## config.mk

```make
export PLATFORM = sky130hd
export DESIGN_NAME = drag_reaction_timer_flat
export DESIGN_NICKNAME = d
export VERILOG_FILES = /design/src/rtl/drag_race_pkg.sv /design/src/rtl/drag_reaction_timer_if.sv /design/src/rtl/ms_tick_gen.sv /design/src/rtl/drag_reaction_timer.sv /design/src/flat_wrapper.sv
export SDC_FILE = /design/constraint.sdc
export NUM_CORES = 1
export LEC_CHECK = 0
export CELL_PAD_IN_SITES_DETAIL_PLACEMENT = 1
export CELL_PAD_IN_SITES_GLOBAL_PLACEMENT = 1
export CORE_UTILIZATION = 44
export CTS_BUF_LIST = sky130_fd_sc_hd__clkbuf_16
export DETAILED_ROUTE_END_ITERATION = 10
export GPL_ROUTABILITY_DRIVEN = 1
export PLACE_DENSITY = 0.8
export SLEW_MARGIN = 20
export SYNTH_ARGS = -nofsm -noshare
export SYNTH_HDL_FRONTEND = slang
export SYNTH_SLANG_ARGS = --single-unit
export TNS_END_PERCENT = 10
```

## constraint.sdc

```tcl
create_clock -name CLOCK_50 -period 3.9 [get_ports CLOCK_50]
set_clock_uncertainty 0.1 [all_clocks]
set_input_delay 0.39 -clock CLOCK_50 [delete_from_list [all_inputs] [get_ports CLOCK_50]]
set_output_delay 0.39 -clock CLOCK_50 [all_outputs]
set_load 0.005 [all_outputs]
```

## src/rtl/drag_race_pkg.sv

```systemverilog
// rtl/drag_race_pkg.sv - shared lane-timing types, defaults and light/beam conventions
package drag_race_pkg;

    typedef enum logic [2:0] {
        S_IDLE  = 3'd0,
        S_ARMED = 3'd1,
        S_REACT = 3'd2,
        S_RUN   = 3'd3,
        S_DONE  = 3'd4,
        S_FOUL  = 3'd5
    } state_t;

    localparam int MS_W_DEFAULT = 16;

    // Tree lamps and lane beams are all active-high.
    localparam logic LIGHT_ON     = 1'b1;
    localparam logic BEAM_BLOCKED = 1'b1;

endpackage

```

## src/rtl/drag_reaction_timer_if.sv

```systemverilog
// rtl/drag_reaction_timer_if.sv - tree/beam inputs and result outputs of one timing lane
interface drag_reaction_timer_if
    import drag_race_pkg::*;
#(
    parameter int MS_W = MS_W_DEFAULT
) ();

    logic            G;
    logic            R;
    logic            SB;
    logic            FB;
    logic [MS_W-1:0] react_ms;
    logic [MS_W-1:0] elapsed_ms;
    logic            valid;
    logic            foul;
    logic            timeout;
    logic            busy;

    modport master (
        output G, R, SB, FB,
        input  react_ms, elapsed_ms, valid, foul, timeout, busy
    );

    modport slave (
        input  G, R, SB, FB,
        output react_ms, elapsed_ms, valid, foul, timeout, busy
    );

endinterface

```

## src/rtl/ms_tick_gen.sv

```systemverilog
// rtl/ms_tick_gen.sv - millisecond prescaler, tick high on the terminal count
module ms_tick_gen
    import drag_race_pkg::*;
#(
    parameter int CLKS_PER_MS = 50000
) (
    input  logic CLOCK_50,
    input  logic Reset,
    input  logic clr,
    output logic tick
);

    localparam int CW = (CLKS_PER_MS > 1) ? $clog2(CLKS_PER_MS) : 1;
    localparam logic [CW-1:0] TERM = CW'(CLKS_PER_MS - 1);

    logic [CW-1:0] cnt;

    assign tick = (cnt == TERM);

    always_ff @(posedge CLOCK_50) begin
        if (Reset || clr || tick) begin
            cnt <= '0;
        end else begin
            cnt <= cnt + 1'b1;
        end
    end

endmodule

```

## src/rtl/drag_reaction_timer.sv

```systemverilog
// rtl/drag_reaction_timer.sv - lane reaction/elapsed timer with foul and timeout flags
module drag_reaction_timer
    import drag_race_pkg::*;
#(
    parameter int CLKS_PER_MS = 50000,
    parameter int TIMEOUT_MS  = 20000,
    parameter int MS_W        = MS_W_DEFAULT
) (
    input  logic                  CLOCK_50,
    input  logic                  Reset,
    drag_reaction_timer_if.slave  lane
);

    localparam logic [MS_W-1:0] MS_MAX      = '1;
    localparam logic [31:0]     TIMEOUT_LIM = 32'(TIMEOUT_MS);

    state_t          state;
    logic            sb_meta, sb_s, sb_prev;
    logic            fb_meta, fb_s, fb_prev;
    logic            g_prev;
    logic [MS_W-1:0] react_cnt, elapsed_cnt;
    logic [MS_W-1:0] react_next, elapsed_next;
    logic [MS_W-1:0] react_q, elapsed_q;
    logic            valid_q, foul_q, timeout_q, busy_q;

    logic tick;
    logic g_on, r_on;
    logic g_rise, sb_fall, fb_rise;
    logic go_react, at_limit;

    assign g_on    = (lane.G == LIGHT_ON);
    assign r_on    = (lane.R == LIGHT_ON);
    assign g_rise  = g_on & ~g_prev;
    assign sb_fall = sb_prev & ~sb_s;
    assign fb_rise = fb_s & ~fb_prev;

    // Counter values including a tick landing on this very cycle, so latches are never one ms short.
    always_comb begin
        react_next   = react_cnt;
        elapsed_next = elapsed_cnt;
        if (tick && (react_cnt != MS_MAX)) begin
            react_next = react_cnt + 1'b1;
        end
        if (tick && (elapsed_cnt != MS_MAX)) begin
            elapsed_next = elapsed_cnt + 1'b1;
        end
    end

    assign go_react = (state == S_ARMED) && !r_on && g_rise;
    assign at_limit = (32'(elapsed_next) >= TIMEOUT_LIM);

    ms_tick_gen #(
        .CLKS_PER_MS (CLKS_PER_MS)
    ) u_tick (
        .CLOCK_50 (CLOCK_50),
        .Reset    (Reset),
        .clr      (go_react),
        .tick     (tick)
    );

    always_ff @(posedge CLOCK_50) begin
        if (Reset) begin
            state       <= S_IDLE;
            sb_meta     <= 1'b0;
            sb_s        <= 1'b0;
            sb_prev     <= 1'b0;
            fb_meta     <= 1'b0;
            fb_s        <= 1'b0;
            fb_prev     <= 1'b0;
            g_prev      <= 1'b0;
            react_cnt   <= '0;
            elapsed_cnt <= '0;
            react_q     <= '0;
            elapsed_q   <= '0;
            valid_q     <= 1'b0;
            foul_q      <= 1'b0;
            timeout_q   <= 1'b0;
            busy_q      <= 1'b0;
        end else begin
            sb_meta <= (lane.SB == BEAM_BLOCKED);
            sb_s    <= sb_meta;
            sb_prev <= sb_s;
            fb_meta <= (lane.FB == BEAM_BLOCKED);
            fb_s    <= fb_meta;
            fb_prev <= fb_s;
            g_prev  <= g_on;
            valid_q <= 1'b0;

            case (state)
                S_IDLE: begin
                    if (sb_s) begin
                        state <= S_ARMED;
                    end
                end

                // Red beats a back-out: the tree lights R before the synchronized beam drops.
                S_ARMED: begin
                    if (r_on) begin
                        state  <= S_FOUL;
                        foul_q <= 1'b1;
                    end else if (g_rise) begin
                        state       <= S_REACT;
                        react_cnt   <= '0;
                        elapsed_cnt <= '0;
                        busy_q      <= 1'b1;
                    end else if (!sb_s) begin
                        state <= S_IDLE;
                    end
                end

                S_REACT: begin
                    react_cnt   <= react_next;
                    elapsed_cnt <= elapsed_next;
                    if (r_on) begin
                        state  <= S_FOUL;
                        foul_q <= 1'b1;
                        busy_q <= 1'b0;
                    end else if (sb_fall) begin
                        state   <= S_RUN;
                        react_q <= react_next;
                    end else if (at_limit) begin
                        state     <= S_DONE;
                        react_q   <= react_next;
                        elapsed_q <= elapsed_next;
                        timeout_q <= 1'b1;
                        valid_q   <= 1'b1;
                        busy_q    <= 1'b0;
                    end
                end

                S_RUN: begin
                    elapsed_cnt <= elapsed_next;
                    if (r_on) begin
                        state  <= S_FOUL;
                        foul_q <= 1'b1;
                        busy_q <= 1'b0;
                    end else if (fb_rise) begin
                        state     <= S_DONE;
                        elapsed_q <= elapsed_next;
                        valid_q   <= 1'b1;
                        busy_q    <= 1'b0;
                    end else if (at_limit) begin
                        state     <= S_DONE;
                        elapsed_q <= elapsed_next;
                        timeout_q <= 1'b1;
                        valid_q   <= 1'b1;
                        busy_q    <= 1'b0;
                    end
                end

                S_DONE, S_FOUL: begin
                    state <= state;
                end

                default: begin
                    state  <= S_IDLE;
                    busy_q <= 1'b0;
                end
            endcase
        end
    end

    assign lane.react_ms   = react_q;
    assign lane.elapsed_ms = elapsed_q;
    assign lane.valid      = valid_q;
    assign lane.foul       = foul_q;
    assign lane.timeout    = timeout_q;
    assign lane.busy       = busy_q;

endmodule
```

## src/flat_wrapper.sv

```systemverilog
// flat-port wrapper written by rule: the top's interface ports become plain ports
module drag_reaction_timer_flat import drag_race_pkg::*;
#(
    parameter int CLKS_PER_MS = 50000,
    parameter int TIMEOUT_MS  = 20000,
    parameter int MS_W        = MS_W_DEFAULT
)
  (CLOCK_50, Reset, lane_G, lane_R, lane_SB, lane_FB, lane_react_ms, lane_elapsed_ms, lane_valid, lane_foul, lane_timeout, lane_busy);
  drag_reaction_timer_if #(.MS_W(MS_W)) lane_i ();
  input  logic CLOCK_50;
  input  logic Reset;
  input wire logic [$bits(lane_i.G)-1:0] lane_G;
  input wire logic [$bits(lane_i.R)-1:0] lane_R;
  input wire logic [$bits(lane_i.SB)-1:0] lane_SB;
  input wire logic [$bits(lane_i.FB)-1:0] lane_FB;
  output wire logic [$bits(lane_i.react_ms)-1:0] lane_react_ms;
  output wire logic [$bits(lane_i.elapsed_ms)-1:0] lane_elapsed_ms;
  output wire logic [$bits(lane_i.valid)-1:0] lane_valid;
  output wire logic [$bits(lane_i.foul)-1:0] lane_foul;
  output wire logic [$bits(lane_i.timeout)-1:0] lane_timeout;
  output wire logic [$bits(lane_i.busy)-1:0] lane_busy;
  assign lane_i.G = lane_G;
  assign lane_i.R = lane_R;
  assign lane_i.SB = lane_SB;
  assign lane_i.FB = lane_FB;
  assign lane_react_ms = lane_i.react_ms;
  assign lane_elapsed_ms = lane_i.elapsed_ms;
  assign lane_valid = lane_i.valid;
  assign lane_foul = lane_i.foul;
  assign lane_timeout = lane_i.timeout;
  assign lane_busy = lane_i.busy;
  drag_reaction_timer #(.CLKS_PER_MS(CLKS_PER_MS), .TIMEOUT_MS(TIMEOUT_MS), .MS_W(MS_W)) u_core (.CLOCK_50(CLOCK_50), .Reset(Reset), .lane(lane_i));
endmodule
```

==> impl_metrics.yaml <==
run_status:
  outcome: "finished clean"
critical_path:
  setup.worst_path.class: "reg -> reg"
  cp.arrival_ns: 3.72
  crit_fanout: 31
  r2r_setup_slack_ns: 0.28
  worst-r2r-cell-count: 11
  cp.required_ns: 4.00
  cp-start-kind: "flop"
  end_kind: "flop"
clock_tree:
  postCtsSetupRepairBufs: 0
  htreeDepth: 3
  cts_max_path_buffers: 2
  cts-root-buf: "clkbuf_16"
  cts_made_buffers: 9
  clk_latency_ns: 0.35
  cts_tree: "built"
  clk_pin_slew_ns: 0.06
  cts.sinks: 94
  cts_hold_buf: 0
  ctsResizeCount: 0
placement:
  dp_cells: 691
  gp_congestion: 0.8071
  io_buffer_count: 41
  placed_area_um2: 5180
  hpwl_um: 8113
power_and_ir_drop:
  powerDensity_nw_per_um2: 366.6
  irDropWorstVdd_uv: 277.0
  total_leakage_power_nw: 1.796
logic_synthesis:
  synth_top_area_share: 0.3992
  async_flop_share: 0
  synth_area_um2: 4715
  synthFlopType: "dfxtp_1"
  syn_area_per_cell_um2: 8.779
  synth_cell_type_count: 63
  yosys_register_bits: 94
  synth_cells: 537
  seq_area_frac_synth: 0.3992
  synthesis.nets: 546
  synthTopCellsByArea: "dfxtp_1 40%, nor2_1 6.1%, xnor2_1 5.4%"
  yosysWarningCount: 0
  synth_top_area_cell: "dfxtp_1"
  synth_edf_count: 0
finish:
  antennaDiodeCount: 0
  final_common_cell: "dfxtp_1"
  drive_gt1_frac: 0.1191
  final_cell_mix: "94 x dfxtp_1, 76 x nor2_1, 42 x nand2_1"
  final_area_um2: 5519
  final_cells: 707
  syn2layout_area_growth_pct: 17.06
  fin_nets: 575
floorplan:
  dieArea_um2: 11130
  die_x_um: 105.5
  initial_utilization: 0.4546
  coreArea_um2: 10370
  die_height_um: 105.5
  num_io_pins: 42
  rows: 37
routing:
  wire_per_inst_um: 16.96
  wirelength_um: 11990
  drc: 0
  drt_pre_antenna_iters: 4
  viasPerCell: 5.673
  drtIter0Drc: 77
  vias: 4011
  ant_nets: 0
timing:
  maxSlewViolCount: 0
  maxSlewHeadroom: 0.3429
  final.min_clock_period_ns: 3.616
  fin_tns_setup_ns: 0
  period_share: 0.9272
  rsz0062_at_grt: "no"
  fmaxAchievable_ghz: 0.2765
  worst_pin_slew_ns: 0.9833
  hold_slack_ns: 0.3427
  finalSetupViolCount: 0
  final_hold_viol_count: 0
grt:
  antenna_found_initial: 0
  grt_pass1_wl_um: 20830
  grt_max_degree: 64
  grt_usage: 0.2335
  gr-total-overflow: 0
  grt_pass1_vias: 4203
run:
  maxCapViolCount: 0
worst_hold_path:
  whs_path_depth: 1
  min_path_type: "reg -> reg"
per-layer routing:
| layer | GRT usage | share of wire | up-vias |
|---|---|---|---|
| li1 | - | - | 1965 |
| met1 | 0.3038 | 0.47 | 1995 |
| met2 | 0.3980 | 0.50 | 44 |
| met3 | 0.03587 | 0.020 | 7 |
| met4 | 0.07143 | 0.0073 | 0 |
| met5 | 0 | 0 | - |
logic make-up after synthesis:
family                     Yosys count  share of synthesized area
AOI/OAI and AO/OA                  126                     0.2044
buffers and inverters               37                    0.04352
DFF                                 94                     0.3991
muxes                                7                    0.01805
adders and majority gates            3                   0.007963
and+or+nand+nor                    227                     0.2455
xor gates and xnor gates            43                    0.08148
worst paths after layout:
| path | startpoint | to |
|---|---|---|
| max | u_core.u_tick.cnt[0] | u_core.lane.react_ms[2] |
| min reg2reg | u_core.u_tick.cnt[0] | u_core.u_tick.cnt[0] |
| min | u_core.u_tick.cnt[0] | u_core.u_tick.cnt[0] |
| max reg2reg | u_core.u_tick.cnt[0] | u_core.lane.react_ms[2] |
cell usage after synthesis, types with 10 or more instances:
| library cell | count |
|---|---|
| dfxtp_1 | 94 |
| nor2_1 | 76 |
| nand2_1 | 42 |
| a21oi_1 | 40 |
| xnor2_1 | 29 |
| o21ai_0 | 26 |
| nor3_1 | 25 |
| nand3_1 | 20 |
| clkbuf_1 | 19 |
| a211oi_2 | 15 |
| xor2_1 | 13 |
| and3_1 | 10 |
per-stage QoR:
step	setup WS, ns	total power, mW	util
2_1_floorplan	0.8455	1.030	-
3_3_place_gp	0.5128	1.047	0.4995
3_5_place_dp	0.3494	1.049	0.4995
4_1_cts	0.2971	2.044	0.5322
5_1_grt	0.06855	2.090	0.5322
6_report	0.2838	2.023	0.5322
flip-flops by register name (all words and copies together) (netlist names):
name	flops
u_core.fb_s	1
u_core.sb_prev	1
u_core.lane.foul	1
u_core.lane.elapsed_ms	16
u_core.u_tick.cnt	16
u_core.sb_meta	1
u_core.react_cnt	16
u_core.lane.timeout	1
u_core.lane.busy	1
u_core.elapsed_cnt	16
u_core.lane.valid	1
u_core.fb_meta	1
u_core.lane.react_ms	16
u_core.fb_prev	1
u_core.g_prev	1
u_core.sb_s	1
u_core.state	3
critical path, cell delays in order, from the launching register on:
cell and delay [ns]:
dfxtp_1 0.35, ha_1 0.20, and3_1 0.29, nand4_4 0.27, nor4_1 0.56, mux2_2 0.42, nor3b_2 0.29, a221oi_4 0.15
a211oi_4 0.30, buf_12 0.25, mux2i_1 0.23, nor2_1 0.06
power breakdown:
group / internal, mW / switching (mW) / total [mW]
registers: 0.968 / 0.00601 / 0.974
clock network: 0.623 / 0.372 / 0.995
logic: 0.0183 / 0.0369 / 0.0552
layout make-up:
class,count,area (um2)
clock inverter,7,113.9
inverter,6,22.52
sequential,94,1882
tap,136,170.2
multi-input combinational,406,2628
clock buffer,9,225.2
fill,1232,4851
timing repair buffer,49,478.0
(Power assumes the default switching activity.)
